==> config.mk <==
export PLATFORM = sky130hd
export DESIGN_NAME = m10k_burst_writer
export DESIGN_NICKNAME = d
export VERILOG_FILES = /design/src/rtl/m10k_burst_writer.sv
export SDC_FILE = /design/constraint.sdc
export NUM_CORES = 2
export LEC_CHECK = 0
export ABC_AREA = 1
export BUFFER_PORTS_ARGS = -buffer_cell sky130_fd_sc_hd__buf_2
export CORE_AREA = 2 2 504 506
export CTS_CLUSTER_SIZE = 16
export DETAILED_ROUTE_END_ITERATION = 8
export DIE_AREA = 0 0 506 508
export PLACE_DENSITY_LB_ADDON = 0.25
export SYNTH_ARGS = -nofsm -noshare
export SYNTH_HDL_FRONTEND = slang
export SYNTH_SLANG_ARGS = --single-unit
==> constraint.sdc <==
create_clock -name i_clk -period 2.65 [get_ports i_clk]
set_input_delay 0.3975 -clock i_clk [delete_from_list [all_inputs] [get_ports i_clk]]
set_output_delay 0.3975 -clock i_clk [all_outputs]
set_load 0.01 [all_outputs]
==> src/rtl/m10k_burst_writer.sv <==
// m10k_burst_writer
// Streams a latched matrix of up to ROWS row vectors into an M10K write port.
// Rows go out one per accepted write, starting at a runtime base address and
// advancing by STRIDE. Supports memory backpressure, a runtime row count,
// abort, and a sticky per-burst address-wrap flag. All outputs are registered.
module m10k_burst_writer #(
    parameter int DATA_LEN     = 32,
    parameter int N            = 8,
    parameter int ROWS         = 4,
    parameter int ADDRESS_SIZE = 4,
    parameter int STRIDE       = 1,
    localparam int CNT_W       = $clog2(ROWS + 1)
) (
    input  logic                         i_clk,
    input  logic                         i_rst,
    input  logic                         i_write_start,
    input  logic [ADDRESS_SIZE-1:0]      i_base_addr,
    input  logic [CNT_W-1:0]             i_num_rows,
    input  logic [DATA_LEN*N*ROWS-1:0]   i_in_mat,
    input  logic                         i_mem_ready,
    input  logic                         i_abort,
    output logic [ADDRESS_SIZE-1:0]      o_write_addr,
    output logic [DATA_LEN*N-1:0]        o_write_data,
    output logic                         o_write_en,
    output logic [CNT_W-1:0]             o_row_idx,
    output logic                         o_busy,
    output logic                         o_done,
    output logic                         o_wrapped,
    output logic [1:0]                   o_state
);

    localparam int ROW_W = DATA_LEN * N;
    localparam int MAT_W = ROW_W * ROWS;
    localparam logic [ADDRESS_SIZE:0] STRIDE_EXT = (ADDRESS_SIZE + 1)'(STRIDE);
    localparam logic [CNT_W-1:0]      ROWS_CNT   = CNT_W'(ROWS);

    typedef enum logic [1:0] {
        ST_IDLE  = 2'd0,
        ST_WRITE = 2'd1,
        ST_DONE  = 2'd2
    } state_e;

    state_e                  state_q,   state_d;
    logic [MAT_W-1:0]        mat_q,     mat_d;
    logic [CNT_W-1:0]        n_q,       n_d;
    logic [ADDRESS_SIZE-1:0] addr_q,    addr_d;
    logic [ROW_W-1:0]        data_q,    data_d;
    logic                    en_q,      en_d;
    logic [CNT_W-1:0]        row_idx_q, row_idx_d;
    logic                    busy_q,    busy_d;
    logic                    done_q,    done_d;
    logic                    wrapped_q, wrapped_d;

    logic [CNT_W-1:0]        n_eff_s;
    logic [CNT_W-1:0]        row_next_s;
    logic [ADDRESS_SIZE:0]   addr_sum_s;
    logic [ROW_W-1:0]        row_next_data_s;
    logic                    accept_s;
    logic                    last_row_s;

    // Requested row count saturates at the matrix capacity.
    assign n_eff_s    = (i_num_rows > ROWS_CNT) ? ROWS_CNT : i_num_rows;
    assign accept_s   = en_q & i_mem_ready;
    assign last_row_s = (row_idx_q == (n_q - CNT_W'(1)));
    assign row_next_s = row_idx_q + CNT_W'(1);
    // The extra top bit is the carry that flags an address wrap.
    assign addr_sum_s = {1'b0, addr_q} + STRIDE_EXT;

    // One-hot OR mux selecting the row that follows the one being presented.
    always_comb begin
        row_next_data_s = {ROW_W{1'b0}};
        for (int r = 0; r < ROWS; r++) begin
            row_next_data_s = row_next_data_s |
                ((row_next_s == CNT_W'(r)) ? mat_q[r*ROW_W +: ROW_W] : {ROW_W{1'b0}});
        end
    end

    // Next-state and next-output logic; every register holds unless changed.
    always_comb begin
        state_d   = state_q;
        mat_d     = mat_q;
        n_d       = n_q;
        addr_d    = addr_q;
        data_d    = data_q;
        en_d      = en_q;
        row_idx_d = row_idx_q;
        busy_d    = busy_q;
        done_d    = 1'b0;
        wrapped_d = wrapped_q;

        case (state_q)
            ST_IDLE: begin
                en_d      = 1'b0;
                busy_d    = 1'b0;
                addr_d    = '0;
                data_d    = '0;
                row_idx_d = '0;
                if (i_write_start) begin
                    mat_d     = i_in_mat;
                    n_d       = n_eff_s;
                    wrapped_d = 1'b0;
                    if (n_eff_s == CNT_W'(0)) begin
                        // Empty burst completes without touching memory.
                        state_d = ST_DONE;
                        done_d  = 1'b1;
                    end else begin
                        state_d = ST_WRITE;
                        en_d    = 1'b1;
                        busy_d  = 1'b1;
                        addr_d  = i_base_addr;
                        data_d  = i_in_mat[ROW_W-1:0];
                    end
                end else begin
                    state_d = ST_IDLE;
                end
            end

            ST_WRITE: begin
                if (i_abort) begin
                    // A row accepted this cycle still counts; nothing more is presented.
                    state_d   = ST_IDLE;
                    en_d      = 1'b0;
                    busy_d    = 1'b0;
                    addr_d    = '0;
                    data_d    = '0;
                    row_idx_d = '0;
                end else if (accept_s && last_row_s) begin
                    state_d   = ST_DONE;
                    done_d    = 1'b1;
                    en_d      = 1'b0;
                    busy_d    = 1'b0;
                    addr_d    = '0;
                    data_d    = '0;
                    row_idx_d = '0;
                end else if (accept_s) begin
                    row_idx_d = row_next_s;
                    addr_d    = addr_sum_s[ADDRESS_SIZE-1:0];
                    data_d    = row_next_data_s;
                    wrapped_d = wrapped_q | addr_sum_s[ADDRESS_SIZE];
                end else begin
                    // Backpressure: hold the presented row unchanged.
                    state_d = ST_WRITE;
                end
            end

            ST_DONE: begin
                state_d   = ST_IDLE;
                en_d      = 1'b0;
                busy_d    = 1'b0;
                addr_d    = '0;
                data_d    = '0;
                row_idx_d = '0;
            end

            default: begin
                state_d   = ST_IDLE;
                en_d      = 1'b0;
                busy_d    = 1'b0;
                addr_d    = '0;
                data_d    = '0;
                row_idx_d = '0;
                wrapped_d = 1'b0;
            end
        endcase
    end

    // State and output registers with synchronous reset taking priority.
    always_ff @(posedge i_clk) begin
        if (i_rst) begin
            state_q   <= ST_IDLE;
            mat_q     <= '0;
            n_q       <= '0;
            addr_q    <= '0;
            data_q    <= '0;
            en_q      <= 1'b0;
            row_idx_q <= '0;
            busy_q    <= 1'b0;
            done_q    <= 1'b0;
            wrapped_q <= 1'b0;
        end else begin
            state_q   <= state_d;
            mat_q     <= mat_d;
            n_q       <= n_d;
            addr_q    <= addr_d;
            data_q    <= data_d;
            en_q      <= en_d;
            row_idx_q <= row_idx_d;
            busy_q    <= busy_d;
            done_q    <= done_d;
            wrapped_q <= wrapped_d;
        end
    end

    assign o_write_addr = addr_q;
    assign o_write_data = data_q;
    assign o_write_en   = en_q;
    assign o_row_idx    = row_idx_q;
    assign o_busy       = busy_q;
    assign o_done       = done_q;
    assign o_wrapped    = wrapped_q;
    assign o_state      = state_q;

endmodule

# After elaboration in Yosys (flattened, before gate mapping)
# Index checks and enable logic that the tools add are counted.
# totals
output_inout_bits	269
ff_bits	1295
# op_classes
n_mux	38
n_reduce_logical	7
order_cmp	1
eq_ne	13
n_addsub	3
n_bitwise	7
# op_table
operator	n
two-way mux 256 bit	9
OR 256 bit	3
case mux 256 bit (2 select lines)	1
two-way mux 4 bit	5
two-way mux 1 bit	12
two-way mux 2 bit	5
inequality test 2 bit, second input constant	4
inequality test 4 bit, second input constant	2
case mux 4 bit (2 select lines)	1
equality test 3 x 2 -> 1 bit, second input constant	2
zero test 3 bit	2
adder 4 x 1 -> 5 bit, second input constant	1
AND reduction 5 bit	1
case mux 1 bit (2 select lines)	2
case mux 2 bit (2 select lines)	1
OR reduction 4 bit	1
adder 3 x 1 -> 3 bit, second input constant	1
equality test 3 x 1 -> 1 bit, second input constant	1
equality test 3 bit	1
greater-than comparator 3 bit, second input constant	1
two-way mux 3 bit	1
inequality test 3 bit, second input constant	1
case mux 1 bit (3 select lines)	1
subtractor 3 x 1 -> 3 bit, second input constant	1
other kinds (8)	9

# Depth between registers and ports, before layout
# depth
depth_word	10
ltp_mapped	15
ltp_nobuf	12

# Worst setup path after synthesis
# No wires, ideal clock.
# synth_timing
path_type	reg-to-reg
from	register row_idx_q[0] (netlist: o_row_idx[0])
to	register data_q[215] (netlist: o_write_data[215])
path_stages_with_launch	12
setup_ps	70
path_slack_ps	831
arrival_ps	1748
n_path_buf	2
path_cell_list	dfxtp_1 > ha_1 > clkbuf_1 > clkbuf_1 > nand3_1 > nand2_1 > inv_1 > nand2_1 > nand2_1 > nand2_1 > nand2_1 > a21oi_1
# synth_via
elab_chain_cells	10
# synth_lines
element	line	text
from (decl)	49	logic [CNT_W-1:0] row_idx_q, row_idx_d;
from (signal assigned)	187	row_idx_q <= row_idx_d;
adder 3 x 1 -> 3 bit	65	assign row_next_s = row_idx_q + CNT_W'(1);
equality test 3 x 1 -> 1 bit / zero test 3 bit (equally long branches)	74	((row_next_s == CNT_W'(r)) ? mat_q[r*ROW_W +: ROW_W] : {ROW_W{1'b0}});
two-way mux 256 bit	74	
OR 256 bit (3 in series)	73	row_next_data_s = row_next_data_s |
two-way mux 256 bit	135	end else if (accept_s) begin
two-way mux 256 bit	127	end else if (accept_s && last_row_s) begin
two-way mux 256 bit	119	if (i_abort) begin
case mux 256 bit (2 select lines)	91	case (state_q)
to (signal assigned)	185	data_q <= data_d;
to (decl)	47	logic [ROW_W-1:0] data_q, data_d;
# Parallel ways exist; a longest one is shown, timed or not. The select of a mux whose other input is x is not followed.
# A chain may end at the register's enable or synchronous reset.

# Worst setup path after layout
# layout_timing
from	register state_q[1] (netlist: o_state[1])
to	register mat_q[84]
# layout_via
elab_chain_cells	2
# layout_lines
element	line	text
from (decl)	43	state_e state_q, state_d;
from (signal assigned)	181	state_q <= state_d;
zero test 2 bit	91	
AND reduction 2 bit (no line)	n/a	
to (signal assigned)	182	mat_q <= mat_d;
to (decl)	44	logic [MAT_W-1:0] mat_q, mat_d;
# Every way passes these cells.

==> reports/results.txt <==
Status -> finished, final reports clean
CTS sink cnt -> 1295
CTS tree -> done
GRT met1 Usage -> 0.300
Arrival time at the worst endpoint -> 3240 ps
Leakage Power -> 39.4 nW
Rows -> 185
CP endpoint kind -> register
H-tree Lvls -> 4
Top-Level Pins -> 1305
Layout area overhead -> 45.6%
Share of layout cells above drive strength 1 -> 0.162
Final instance area -> 85800 sq um
Unique cell type count in the Yosys netlist -> 29
Largest net degree at the start of global routing -> 153
Min-Delay Path Class -> in -> reg
Met3 Use GR -> 0.0486
RSZ-0062 raised after global routing -> no
Post-Syn Area -> 58900 sq um
Routed WL -> 305000 microns
Final worst slack -> 179 ps
Fillers -> 27.4k
Hold Vio Cnt, Final -> 0
Area share of the largest cell type after synthesis -> 0.440
TritonRoute pass-1 iters -> 6
Post-CTS Hold Fix Bufs -> 1039
CP Data Required Time -> 3420 ps
Reg-to-Reg Start -> o_state[1]$_SDFFE_PP0P_
Core area -> 252000 sq um
Final setup vio count -> 0
Max IR drop VDD -> 0.618 mV
DR WL/cell -> 20.8 microns
WS Path Type -> reg -> reg
Overflow after GRT -> 0
Die width -> 506 microns
Synth top area cells -> dfxtp_1, nand2_1, nand3_1
CTS-repair resized insts -> 0
Via count -> 68.3k
Register bit total from synthesis -> 1295
Post-CTS setup buffers -> 0
Met2 Usage GRT -> 0.354
Clock Skews -> 56.1 ps
Worst skew pair latency -> 840 ps
Num CTS Buffers -> 161
Max-cap viol count -> 0
Crit-path max FO -> 54
Initial antenna violation count -> 108
Final period util -> 0.932
DP Worst Slack -> 310 ps
R2R setup slack -> 180 ps
Clock transition at path regs -> 60 ps
Hold Startpoint -> i_in_mat[1009]
Post-DRT Antenna Nets -> 0
Leading area contributor after synthesis -> dfxtp_1
Max Slew Vio Count -> 0
Total GRT Usage -> 0.225
Hold path endpoint -> mat_q[1009]$_SDFFE_PP0P_
Avg Inst Size Synth -> 6.51 sq um
Reg2Reg Depth -> 9
Gate count after technology mapping -> 9051
Clock buffer depth -> 3
Tmin final -> 2470 ps
Die H -> 508 microns
PD cells -> 625 nW/um^2
Drt first-iter violations -> 5543
First-pass GRT wire length -> 436000 microns
Seq/Total Area, Yosys -> 0.440
Most common cell after layout, fill and taps aside -> nand2_1
GR peak layer -> met2
Commonest non-fill, non-tap cells in the layout -> nand2_1, nor2_1, buf_2, dfxtp_1, nand3_1
Slew at the pin closest to its max-slew limit -> 1170 ps
Setup TNS -> 0 ps
Fmax -> 405 MHz
GPL Wtd Cong -> 0.907
Synth Warn # -> 0
Critical path startpoint category -> register
R2R Path End -> mat_q[84]$_SDFFE_PP0P_
Final HPWL DP -> 216000 microns
Vias in the first global route -> 64.8k
Worst slew margin -> 0.222
CTS Root Cell -> clkbuf_16
DP Area -> 69600 sq um
Nets -> 12.1k
Initial Utilization -> 0.233
Buffers on Ports -> 1304
Hold Path Stages -> 3
Drc violations -> 0
Vias per inst -> 4.67
Post-Synthesis Net Count -> 10.1k
Die ar. -> 257000 sq um
-- how the worst max path moves through the flow --
stage,slack (ps),from,endpoint
3_5_place_dp,310,o_row_idx[2]$_SDFFE_PP0P_,o_write_data[4]$_SDFFE_PP0P_
4_1_cts,150,o_state[1]$_SDFFE_PP0P_,mat_q[81]$_SDFFE_PP0P_
6_report,180,o_state[1]$_SDFFE_PP0P_,mat_q[84]$_SDFFE_PP0P_
5_1_grt,20,o_state[1]$_SDFFE_PP0P_,mat_q[84]$_SDFFE_PP0P_
3_3_place_gp,290,n_q[0]$_SDFFE_PP0P_,o_write_data[239]$_SDFFE_PP0P_
2_1_floorplan,830,o_row_idx[0]$_SDFFE_PP0P_,o_write_data[215]$_SDFFE_PP0P_
-- layer usage --
layer | vias up | share of wire
met1 | 32200 | 0.45
met3 | 580 | 0.071
li1 | 32900 | -
met4 | 38 | 0.036
met2 | 2566 | 0.44
met5 | - | 0.00085
-- kinds of logic (layout without fill, tap and decap cells) --
kind of cell | after synthesis | in the layout | share of synthesized area
AO/OA/AOI/OAI | 1304 | 1304 | 0.111
XOR/XNOR | 2 | 2 | 0.000298
adder cells (fa/ha/maj) | 7 | 7 | 0.00149
buffers and inverters | 1269 | 3402 | 0.0889
flip-flops | 1295 | 1295 | 0.440
other | 0 | 73 | 0
AND/OR/NAND/NOR | 5174 | 5174 | 0.358
-- critical path, stage by stage (launching register included) --
cell and delay, ps:
dfxtp_1 350, inv_1 120, nand3_4 150, inv_8 260
buf_12 250, buf_12 280, buf_4 200, nand2_1 50
a21oi_1 120, dlygate4sd3_1 570
-- per-stage QoR --
stage	total power, mW	utilization	instances	hold WS, ps
after detailed placement	29.2	0.276	13200	452
after global routing	55.8	0.340	14600	26.9
after floorplan	26.0	-	9051	445
final	53.6	0.340	14600	58.4
after global placement	29.2	0.276	13200	446
after CTS	54.1	0.339	14600	8.53
-- cell usage after synthesis (all sizes together) --
library cell / number
ha: 7
dfxtp: 1295
buf: 322
clkinv: 1
a211oi: 1
nand3: 1285
inv: 531
o21ai: 774
nand2: 2341
a22oi: 1
nor2: 1546
o211ai: 1
o21a: 1
a21oi: 526
nor3: 1
xor2: 1
and3: 1
clkbuf: 415
xnor2: 1
-- registers in the layout, summed over array words and instances (netlist names) --
signal and count:
mat_q 1024, o_write_data 256, o_busy 1, o_row_idx 3, o_wrapped 1, o_state 2
o_done 1, n_q 3, o_write_addr 4
-- power by group --
group          switching (mW)  internal [mW]  total [mW]  leakage [nW]
clock                    9.81           13.6        23.4          2.72
combinational            4.78           3.50        8.28          26.0
sequential              0.936           21.0        22.0          10.7
-- final cells by class --
class,instances,area (sq um),share of cell area
clock inverters,60,983,0.0115
flip-flops and latches,1295,25900,0.302
diodes,73,183,0.00213
well taps,3366,4210,0.0491
repair buffers,2579,20000,0.233
clock buffers,231,4630,0.0540
multi-input cells,6487,27800,0.324
inverters,532,2030,0.0236
No activity file was read; power rests on OpenSTA's default activity.
